$ cat config.mk
export PLATFORM = sky130hd
export DESIGN_NAME = mem_bist_ctrl
export DESIGN_NICKNAME = d
export VERILOG_FILES = /design/src/rtl/mem_bist_pkg.sv /design/src/rtl/mem_bist_checker.sv /design/src/rtl/mem_bist_ctrl.sv
export SDC_FILE = /design/constraint.sdc
export NUM_CORES = 1
export LEC_CHECK = 0
export ABC_AREA = 1
export CAP_MARGIN = 30
export CORE_ASPECT_RATIO = 0.7
export CORE_MARGIN = 5
export CORE_UTILIZATION = 45
export CTS_BUF_LIST = sky130_fd_sc_hd__clkbuf_4 sky130_fd_sc_hd__clkbuf_8 sky130_fd_sc_hd__clkbuf_16
export CTS_CLUSTER_SIZE = 20
export DETAILED_ROUTE_END_ITERATION = 8
export GPL_TIMING_DRIVEN = 0
export PLACE_DENSITY = 0.73
export SETUP_SLACK_MARGIN = 0.3
export SLEW_MARGIN = 20
export SYNTH_ARGS = -nofsm -noshare
export SYNTH_HDL_FRONTEND = slang
export SYNTH_HIERARCHICAL = 1
export SYNTH_SLANG_ARGS = --single-unit
$ cat constraint.sdc
create_clock -name clk -period 2.07 [get_ports clk]
set_clock_uncertainty 0.05 [all_clocks]
set_input_delay 0.3105 -clock clk [delete_from_list [all_inputs] [get_ports clk]]
set_output_delay 0.3105 -clock clk [all_outputs]
set_load 0.01 [all_outputs]
$ cat src/rtl/mem_bist_pkg.sv
// Shared types and default widths for the memory BIST sequencer.
package mem_bist_pkg;

  localparam int DEF_ADDR_WIDTH = 5;
  localparam int DEF_DATA_WIDTH = 8;
  localparam int DEF_ERR_WIDTH  = 8;

  typedef enum logic [2:0] {
    ST_IDLE,
    ST_WRITE,
    ST_READ,
    ST_DRAIN,
    ST_DONE
  } state_e;

  typedef enum logic {
    PH_CLEAR,
    PH_DATA_ADDR
  } phase_e;

endpackage

$ cat src/rtl/mem_bist_checker.sv
// Expected-word generation, one-deep read compare pipeline and saturating error count.
// MEM_BIST_FAIL_LOG_EN adds capture of the first failing address and read data.
module mem_bist_checker
  import mem_bist_pkg::*;
#(
  parameter int ADDR_WIDTH = DEF_ADDR_WIDTH,
  parameter int DATA_WIDTH = DEF_DATA_WIDTH,
  parameter int ERR_WIDTH  = DEF_ERR_WIDTH
) (
  input  logic                  clk_i,
  input  logic                  rst_ni,
  input  logic                  clear_i,
  input  phase_e                phase_i,
  input  logic [ADDR_WIDTH-1:0] addr_i,
  input  logic                  rd_i,
  input  logic [DATA_WIDTH-1:0] rdata_i,
  output logic [DATA_WIDTH-1:0] wdata_o,
  output logic [ERR_WIDTH-1:0]  err_count_o
`ifdef MEM_BIST_FAIL_LOG_EN
  ,
  output logic [ADDR_WIDTH-1:0] fail_addr_o,
  output logic [DATA_WIDTH-1:0] fail_data_o
`endif
);

  // Zero-extends or truncates the address to a data word, depending on widths.
  function automatic logic [DATA_WIDTH-1:0] expected_word(phase_e ph, logic [ADDR_WIDTH-1:0] a);
    logic [ADDR_WIDTH+DATA_WIDTH-1:0] wide;
    wide = {{DATA_WIDTH{1'b0}}, a};
    return (ph == PH_DATA_ADDR) ? wide[DATA_WIDTH-1:0] : '0;
  endfunction

  logic                  cmp_vld_q, cmp_vld_d;
  logic [ADDR_WIDTH-1:0] cmp_addr_q, cmp_addr_d;
  phase_e                cmp_phase_q, cmp_phase_d;
  logic [ERR_WIDTH-1:0]  err_q, err_d;
  logic                  mismatch;

  assign wdata_o     = expected_word(phase_i, addr_i);
  assign err_count_o = err_q;

  always_comb begin
    cmp_vld_d   = rd_i & ~clear_i;
    cmp_addr_d  = addr_i;
    cmp_phase_d = phase_i;
    mismatch    = cmp_vld_q && (rdata_i != expected_word(cmp_phase_q, cmp_addr_q));
    err_d       = err_q;
    if (clear_i) begin
      err_d = '0;
    end else if (mismatch && (err_q != {ERR_WIDTH{1'b1}})) begin
      err_d = err_q + 1'b1;
    end
  end

  always_ff @(posedge clk_i or negedge rst_ni) begin
    if (!rst_ni) begin
      cmp_vld_q   <= 1'b0;
      cmp_addr_q  <= '0;
      cmp_phase_q <= PH_CLEAR;
      err_q       <= '0;
    end else begin
      cmp_vld_q   <= cmp_vld_d;
      cmp_addr_q  <= cmp_addr_d;
      cmp_phase_q <= cmp_phase_d;
      err_q       <= err_d;
    end
  end

`ifdef MEM_BIST_FAIL_LOG_EN
  logic [ADDR_WIDTH-1:0] fail_addr_q, fail_addr_d;
  logic [DATA_WIDTH-1:0] fail_data_q, fail_data_d;

  // err_q is still zero only on the first mismatch of a run.
  always_comb begin
    fail_addr_d = fail_addr_q;
    fail_data_d = fail_data_q;
    if (clear_i) begin
      fail_addr_d = '0;
      fail_data_d = '0;
    end else if (mismatch && (err_q == '0)) begin
      fail_addr_d = cmp_addr_q;
      fail_data_d = rdata_i;
    end
  end

  always_ff @(posedge clk_i or negedge rst_ni) begin
    if (!rst_ni) begin
      fail_addr_q <= '0;
      fail_data_q <= '0;
    end else begin
      fail_addr_q <= fail_addr_d;
      fail_data_q <= fail_data_d;
    end
  end

  assign fail_addr_o = fail_addr_q;
  assign fail_data_o = fail_data_q;
`endif

endmodule

$ cat src/rtl/mem_bist_ctrl.sv
// BIST sequencer: Clear test then Data=Address test over a synchronous memory.
// MEM_BIST_FAIL_LOG_EN adds fail_addr/fail_data outputs for the first mismatch.
module mem_bist_ctrl
  import mem_bist_pkg::*;
#(
  parameter int ADDR_WIDTH = DEF_ADDR_WIDTH,
  parameter int DATA_WIDTH = DEF_DATA_WIDTH,
  parameter int ERR_WIDTH  = DEF_ERR_WIDTH
) (
  input  logic                  clk,
  input  logic                  rst_n,
  input  logic                  start,
  output logic                  busy,
  output logic                  done,
  output logic                  pass,
  output logic [ERR_WIDTH-1:0]  err_count,
  output logic [ADDR_WIDTH-1:0] mem_addr,
  output logic [DATA_WIDTH-1:0] mem_data_in,
  input  logic [DATA_WIDTH-1:0] mem_data_out,
  output logic                  mem_read,
  output logic                  mem_write
`ifdef MEM_BIST_FAIL_LOG_EN
  ,
  output logic [ADDR_WIDTH-1:0] fail_addr,
  output logic [DATA_WIDTH-1:0] fail_data
`endif
);

  state_e                state_q, state_d;
  phase_e                phase_q, phase_d;
  logic [ADDR_WIDTH-1:0] addr_q, addr_d;
  logic                  pass_q, pass_d;
  logic                  start_acc;
  logic                  last_addr;
  logic [DATA_WIDTH-1:0] wdata;

  assign last_addr = (addr_q == {ADDR_WIDTH{1'b1}});

  // Address rolls over to zero naturally after the last location of a sweep.
  always_comb begin
    state_d   = state_q;
    phase_d   = phase_q;
    addr_d    = addr_q;
    pass_d    = pass_q;
    start_acc = 1'b0;
    case (state_q)
      ST_IDLE: begin
        if (start) begin
          start_acc = 1'b1;
          pass_d    = 1'b0;
          phase_d   = PH_CLEAR;
          addr_d    = '0;
          state_d   = ST_WRITE;
        end
      end
      ST_WRITE: begin
        addr_d = addr_q + 1'b1;
        if (last_addr) state_d = ST_READ;
      end
      ST_READ: begin
        addr_d = addr_q + 1'b1;
        if (last_addr) state_d = ST_DRAIN;
      end
      ST_DRAIN: begin
        if (phase_q == PH_CLEAR) begin
          phase_d = PH_DATA_ADDR;
          addr_d  = '0;
          state_d = ST_WRITE;
        end else begin
          state_d = ST_DONE;
        end
      end
      ST_DONE: begin
        pass_d  = (err_count == '0);
        state_d = ST_IDLE;
      end
      default: state_d = ST_IDLE;
    endcase
  end

  always_ff @(posedge clk or negedge rst_n) begin
    if (!rst_n) begin
      state_q <= ST_IDLE;
      phase_q <= PH_CLEAR;
      addr_q  <= '0;
      pass_q  <= 1'b0;
    end else begin
      state_q <= state_d;
      phase_q <= phase_d;
      addr_q  <= addr_d;
      pass_q  <= pass_d;
    end
  end

  assign mem_write   = (state_q == ST_WRITE);
  assign mem_read    = (state_q == ST_READ);
  assign mem_addr    = addr_q;
  assign mem_data_in = mem_write ? wdata : '0;
  assign busy        = (state_q == ST_WRITE) || (state_q == ST_READ) || (state_q == ST_DRAIN);
  assign done        = (state_q == ST_DONE);
  assign pass        = pass_q;

  mem_bist_checker #(
    .ADDR_WIDTH (ADDR_WIDTH),
    .DATA_WIDTH (DATA_WIDTH),
    .ERR_WIDTH  (ERR_WIDTH)
  ) u_checker (
    .clk_i       (clk),
    .rst_ni      (rst_n),
    .clear_i     (start_acc),
    .phase_i     (phase_q),
    .addr_i      (addr_q),
    .rd_i        (mem_read),
    .rdata_i     (mem_data_out),
    .wdata_o     (wdata),
    .err_count_o (err_count)
`ifdef MEM_BIST_FAIL_LOG_EN
    ,
    .fail_addr_o (fail_addr),
    .fail_data_o (fail_data)
`endif
  );

endmodule

==> results of run 1 <==
-- cells in the mapped netlist, types with 3 or more instances --
cell type	number
nand2_1	56
inv_1	37
dfrtp_1	25
nor2_1	20
nand3_1	16
nand3_2	11
nand4_1	9
buf_4	4
nand2_2	4
ha_1	3
inv_2	3
nor2_4	3
o21ai_1	3
xor2_1	3
-- registers in the layout, indices dropped and copies added, names as in the netlist --
name,flops
u_checker/cmp_phase_q,1
u_checker/cmp_addr_q,5
state_q,3
pass,1
u_checker/cmp_vld_q,1
u_checker/err_count_o,8
phase_q,1
mem_addr,5
-- per-stage QoR --
stage | power (mW) | std cells
after floorplan | 1.057 | 214
after global placement | 1.295 | 297
after detailed placement | 1.305 | 297
after CTS | 1.636 | 310
after global routing | 1.744 | 312
final | 1.624 | 312
-- power groups by stage --
stage | Combinational [mW] | Clock, mW | Sequential, mW
after floorplan | 0.327 | 0 | 0.730
after global placement | 0.561 | 0 | 0.734
after detailed placement | 0.567 | 0 | 0.738
after CTS | 0.609 | 0.304 | 0.723
after global routing | 0.687 | 0.317 | 0.741
final | 0.606 | 0.292 | 0.726
-- worst paths after layout --
kind	startpoint	to	depth (start not counted)
setup / recovery	state_q[1]$_DFFE_PN0P_	done	5
hold reg to reg	mem_addr[3]$_DFFE_PN0P_	u_checker/cmp_addr_q[3]$_DFF_PN0_	0
setup reg to reg	u_checker/err_count_o[0]$_DFFE_PN0P_	u_checker/err_count_o[2]$_DFFE_PN0P_	7
max in group asynchronous	rst_n	state_q[1]$_DFFE_PN0P_	2
hold / removal	mem_addr[3]$_DFFE_PN0P_	u_checker/cmp_addr_q[3]$_DFF_PN0_	0
min in group asynchronous	rst_n	u_checker/err_count_o[6]$_DFFE_PN0P_	2
-- worst reg2reg max path, delay by kind of cell, from the launching register on --
kind	cells	cell delay, ns
and+or+nand+nor	4	0.31
AOI/OAI and AO/OA	1	0.33
buffers and inverters	1	0.11
adders and majority gates	1	0.28
DFF	1	0.44
-- layout make-up --
type                    count  area (µm²)  area share, %
clock inverters             1       5.005         0.2341
clock buffers               3       41.29          1.931
multi-input cells         144       820.8          38.39
plain buffers               5       41.29          1.931
well taps                  50       62.56          2.926
repair buffers             44       384.1          17.96
flip-flops and latches     25       630.6          29.49
inverters                  40       152.6          7.139
-- placed cells by master, fill, tap and decap left out, types with 2 or more instances in the layout --
master	synthesis	layout
nand4_1	9	9
nand2_4	2	2
clkdlybuf4s50_1	0	23
buf_4	4	14
o21ai_1	3	3
xor2_1	3	3
clkbuf_8	0	3
nor3_1	2	2
conb_1	1	3
nand2_1	56	56
nand2_2	4	4
nor2_4	3	4
dfrtp_2	0	4
ha_1	3	3
inv_1	37	37
nand3_1	16	16
clkbuf_2	0	4
nor2_1	20	20
dlygate4sd2_1	0	5
dfrtp_1	25	21
inv_2	3	2
nand3_2	11	11
-- metal layers --
| layer | part of all wire (%) | vias to the layer above | global-route usage, % |
|---|---|---|---|
| li1 | - | 754 | - |
| met1 | 49 | 647 | 22.21 |
| met2 | 45 | 31 | 24.28 |
| met3 | 5.8 | 4 | 4.217 |
| met4 | 0.49 | 0 | 2.844 |
| met5 | 0 | - | 0 |
-- cells by family (layout without fill, tap and decap cells) --
family / Yosys count / count (layout)
other: 1 / 3
buffers and inverters: 45 / 93
flip-flops: 25 / 25
XOR/XNOR: 4 / 4
AO/OA/AOI/OAI: 6 / 6
adder cells (fa/ha/maj): 3 / 3
AND/OR/NAND/NOR: 128 / 128
-- repair_timing --
action | CTS | global route
hold buffers | 1 | 0
hold endpoints to repair | 25 | 0
setup endpoints to repair | 9 | 7
resized for setup | 14 | 9
pin swaps | 1 | 1
buffers inserted | 8 | 2
==> results.tsv, run 1 <==
stage	metric	value	unit
synth	synth_top_area_share	38.49	%
power	power_frac_comb	37.3	%
setup_path	cp_slowest_cell	dfrtp_2	
cts	cts.sinks	25	
job	drv_cap	0	
sta	finalCritPeriodShare	85.12	%
power	pwr-share-clk	18.0	%
cts	clk-insertion-delay-late	0.27	ns
setup_path	crit_chain	buf_4, nor2_4, nand2_1, inv_1, dlygate4sd2_1	
cts	cts.clk_slew.worst_paths	0.09	ns
global_route	antenna_found_initial	0	
global_route	grt_max_degree	26	
placed_design	dpl-instance-area	2021	µm²
power	switching_share	36.78	%
power	internal_power	1.026	mW
setup_path	cp_max_fo	4	
drt	vias_per_cell	4.603	
setup_path	end_kind	output port	
cells_and_area	antennaDiodeCount	0	
synth	synthSimpleGateAreaFrac	42.11	%
cts	cts_made_buffers	3	
power	leakagePower	1.138	nW
sta	worst_slew_pin_slew	0.5618	ns
synth	post_synth_mux_area_share	0	%
cells_and_area	fin_area	2138	µm²
setup_path	cpPeakStageDelay	0.43	ns
synth	synth_compound_area_share	2.925	%
cts	cts_root_buf	clkbuf_8	
sta	rsz0062_at_grt	yes	
power	seq_power_share	44.7	%
synth	avgSynthCellArea	7.667	µm²
floorplanning	num_rows	18	
global_route	grt_pass1_vias	1338	
synth	synth_cell_types	27	
global_route	grt_overflow	0	
sta	max_freq	0.5676	GHz
floorplanning	io_pins	37	
cells_and_area	nNetsFinal	277	
setup_path	regToRegSetupSlack	0.44	ns
floorplanning	design.die.area	4933	µm²
global_route	grtUsageTotal	15.68	%
min_path	hold_class	register to register	
floorplanning	initial_core_util	46.26	%
cells_and_area	final_util	60.86	%
synth	synthCells	212	
drt	routedWlPerCell	11.18	µm
power	ir_worst_vdd	0.4791	mV
sta	finalCriticalPeriod	1.762	ns
synth	synth-edff-count	0	
global_route	grt_pass1_wl	5961	µm
synth	synthAdderAreaFrac	2.309	%
power	p_sw	597.2	µW
synth	ys.warnings.count	6	
placed_design	preCtsSetupSlack	0.3036	ns
cts	cts_tree	built	
synth	ys_seq_elements	25	
synth	synth_top_family_by_area	simple AND/OR/NAND/NOR gates	
drt	drt_iter0_drc	73	
synth	synth.top_cells.by_area	dfrtp_1, nand2_1, inv_1, nand3_2, nand3_1	
sta	fin_ws	0.3081	ns
synth	synth_ff_type	dfrtp_1	
cts	cts_max_level	1	
setup_path	cp.arrival	1.40	ns
drt	drt-pass1-iter-count	4	
drt	wirelength	3489	µm
sta	slew_violations	0	
synth	netlist_area	1625	µm²
floorplanning	die_h	60.28	µm
setup_path	cp_top_family	buffers and inverters	
synth	synth_xor_area_share	2.156	%
synth	async_flop_share	100.0	%
setup_path	cp_num_buf_inv	3	
floorplanning	core	3513	µm²
synth	synth_area_leader_cell	dfrtp_1	
cells_and_area	drive_gt1_share	22.14	%
floorplanning	dieWidth	81.83	µm
cells_and_area	fill_cells	332	
sta	slew_headroom	62.55	%
placed_design	gp_congestion	0.7927	
setup_path	start_kind	register	
drt	drc_errors	0	
sta	fin_setup_tns	0	ns
sta	setup-violations-final	0	
power	p_per_area	759.3	nW/µm²
drt	vias	1436	
cells_and_area	area_growth	31.56	%
sta	finalHoldViolations	0	
placed_design	portBuffers	33	
run_status	status	complete, no violations	
cts	cts_max_path_buffers	2	
sta	hold_slack	0.4207	ns
setup_path	cp.required	1.71	ns
placed_design	hpwl	2531	µm
drt	antenna_left	0	
setup_path	setup.worst_path.class	register to output port	
synth	seq_area_frac_synth	38.49	%
(Power assumes the default switching activity.)
==> run 2, diff against run 1 <==
- CORE_ASPECT_RATIO: 0.7 -> 1.4
- CORE_MARGIN: 5 -> 1
- CORE_UTILIZATION: 45 -> 35
- PLACE_DENSITY: 0.73 -> not set
==> results.tsv, run 2 (synthesis gave the netlist of run 1 again) <==
stage	metric	value	unit
drt	wirelength	3318	µm
setup_path	r2r_end	u_checker/err_count_o[6]$_DFFE_PN0P_	
cts	cts_tree	built	
power	p_per_area	735.9	nW/µm²
job	drv_cap	0	
drt	drt_iter0_drc	39	
setup_path	cpPeakStageDelay	0.41	ns
placed_design	preCtsSetupSlack	0.2669	ns
setup_path	start_kind	register	
setup_path	cp_max_fo	4	
power	leakagePower	1.144	nW
cts	cts.sinks	25	
cts	clk-insertion-delay-late	0.26	ns
cts	cts_max_path_buffers	2	
cells_and_area	final_util	48.36	%
drt	vias	1452	
setup_path	cp.arrival	1.35	ns
floorplanning	num_rows	29	
cells_and_area	fill_cells	471	
sta	rsz0062_at_grt	yes	
floorplanning	initial_core_util	36.12	%
drt	drc_errors	0	
floorplanning	core	4499	µm²
setup_path	setup.worst_path.class	register to output port	
min_path	hold_class	register to register	
placed_design	dp.cells	309	
cts	cts.clk_slew.worst_paths	0.08	ns
sta	slew_violations	0	
cells_and_area	final_cell_mix	nand2_1, inv_1, clkdlybuf4s50_1	
sta	fin_setup_tns	0	ns
drt	antenna_left	0	
sta	finalHoldViolations	0	
cells_and_area	antennaDiodeCount	0	
global_route	antenna_found_initial	0	
cts	cts_root_buf	clkbuf_8	
cells_and_area	fin_area	2176	µm²
sta	setup-violations-final	0	
setup_path	reg2reg_depth	8	
sta	finalCriticalPeriod	1.711	ns
sta	fin_ws	0.3586	ns
drt	vias_per_cell	4.468	
global_route	grtUsageTotal	15.11	%
setup_path	cp_slowest_cell	dfrtp_2	
cells_and_area	fin_cells	325	
global_route	grt_overflow	0	
cells_and_area	nNetsFinal	278	
setup_path	cp.required	1.71	ns
placed_design	dpl-instance-area	2036	µm²
global_route	grt_pass1_wl	5589	µm
cts	cts_max_level	1	
global_route	grt_pass1_vias	1339	
min_path	hold_start	mem_addr[3]$_DFFE_PN0P_	
setup_path	startpoint	state_q[1]$_DFFE_PN0P_	
setup_path	regToRegSetupSlack	0.52	ns
floorplanning	die_h	82.63	µm
drt	drt-pass1-iter-count	4	
cts	cts_made_buffers	3	
setup_path	reg2reg_from	u_checker/err_count_o[0]$_DFFE_PN0P_	
floorplanning	design.die.area	4924	µm²
drt	routedWlPerCell	10.21	µm
min_path	whs_path_depth	0	
setup_path	end_kind	output port	
sta	max_freq	0.5843	GHz
sta	slew_headroom	63.60	%
floorplanning	dieWidth	59.60	µm
placed_design	portBuffers	33	
min_path	holdPathEnd	u_checker/cmp_addr_q[3]$_DFF_PN0_	
sta	worst_slew_pin_slew	0.5460	ns
cells_and_area	area_growth	33.87	%
cells_and_area	largest_register_ff_count	8	
setup_path	crit_chain	buf_4, nor2_4, nand2_1, inv_1, dlygate4sd2_1	
floorplanning	io_pins	37	
placed_design	gp_congestion	0.8144	
run_status	status	complete, no violations	
global_route	grt_max_degree	26	
power	ir_worst_vdd	0.4462	mV
cells_and_area	drive_gt1_share	22.81	%
cells_and_area	final_common_cell	nand2_1	
placed_design	hpwl	2439	µm
sta	finalCritPeriodShare	82.68	%
run 2: critical path: cells and delay by family, from the launching register on:
kind / cells / cell delay, ns
buf+inv: 3 / 0.45
flops: 1 / 0.41
simple gates: 2 / 0.23
run 2: through the flow:
| step | hold slack, ns | power (mW) |
|---|---|---|
| after detailed placement | 0.2948 | 1.310 |
| after floorplan | -0.03509 | 1.057 |
| after global routing | 0.4372 | 1.725 |
| after global placement | 0.3921 | 1.297 |
| final | 0.4142 | 1.601 |
| after CTS | 0.4187 | 1.627 |
run 2: how the worst max path moves through the flow:
stage	endpoint	slack [ns]	depth (start not counted)
finish	done	0.36	5
global route	done	0.26	5
detailed placement	mem_data_in[3]	0.27	4
floorplan	u_checker/err_count_o[2]$_DFFE_PN0P_	0.54	7
global placement	state_q[2]$_DFFE_PN0P_	0.27	1
CTS	mem_data_in[3]	0.26	5
run 2: power breakdown:
part	leakage (nW)	switching, mW	total [mW]	internal (mW)
logic	0.793	0.315	0.597	0.282
clock network	0.0255	0.149	0.283	0.135
registers	0.326	0.120	0.721	0.601
total	1.14	0.584	1.60	1.02
run 2: routing by layer:
metal	GRT usage [%]	part of all wire, %
met1	15.32	40
met2	29.21	56
met3	2.181	2.6
met4	7.674	2.2
met5	0	0
run 2: final cells by class:
cell class | count | area [µm²] | area share, %
Multi-Input combinational cell | 145 | 838.3 | 38.53
Sequential cell | 25 | 629.4 | 28.92
Timing Repair Buffer | 44 | 390.4 | 17.94
Inverter | 40 | 152.6 | 7.015
Tap cell | 62 | 77.57 | 3.565
Clock buffer | 3 | 41.29 | 1.898
Buffer | 5 | 41.29 | 1.898
Clock inverter | 1 | 5.005 | 0.2300
run 2: timing repair:
item,CTS,global route
gates cloned,1,0
gates resized for setup,14,14
pin swaps,1,1
setup buffers,7,3
hold buffers,1,0
setup endpoints to repair,9,8
hold endpoints to repair,25,0
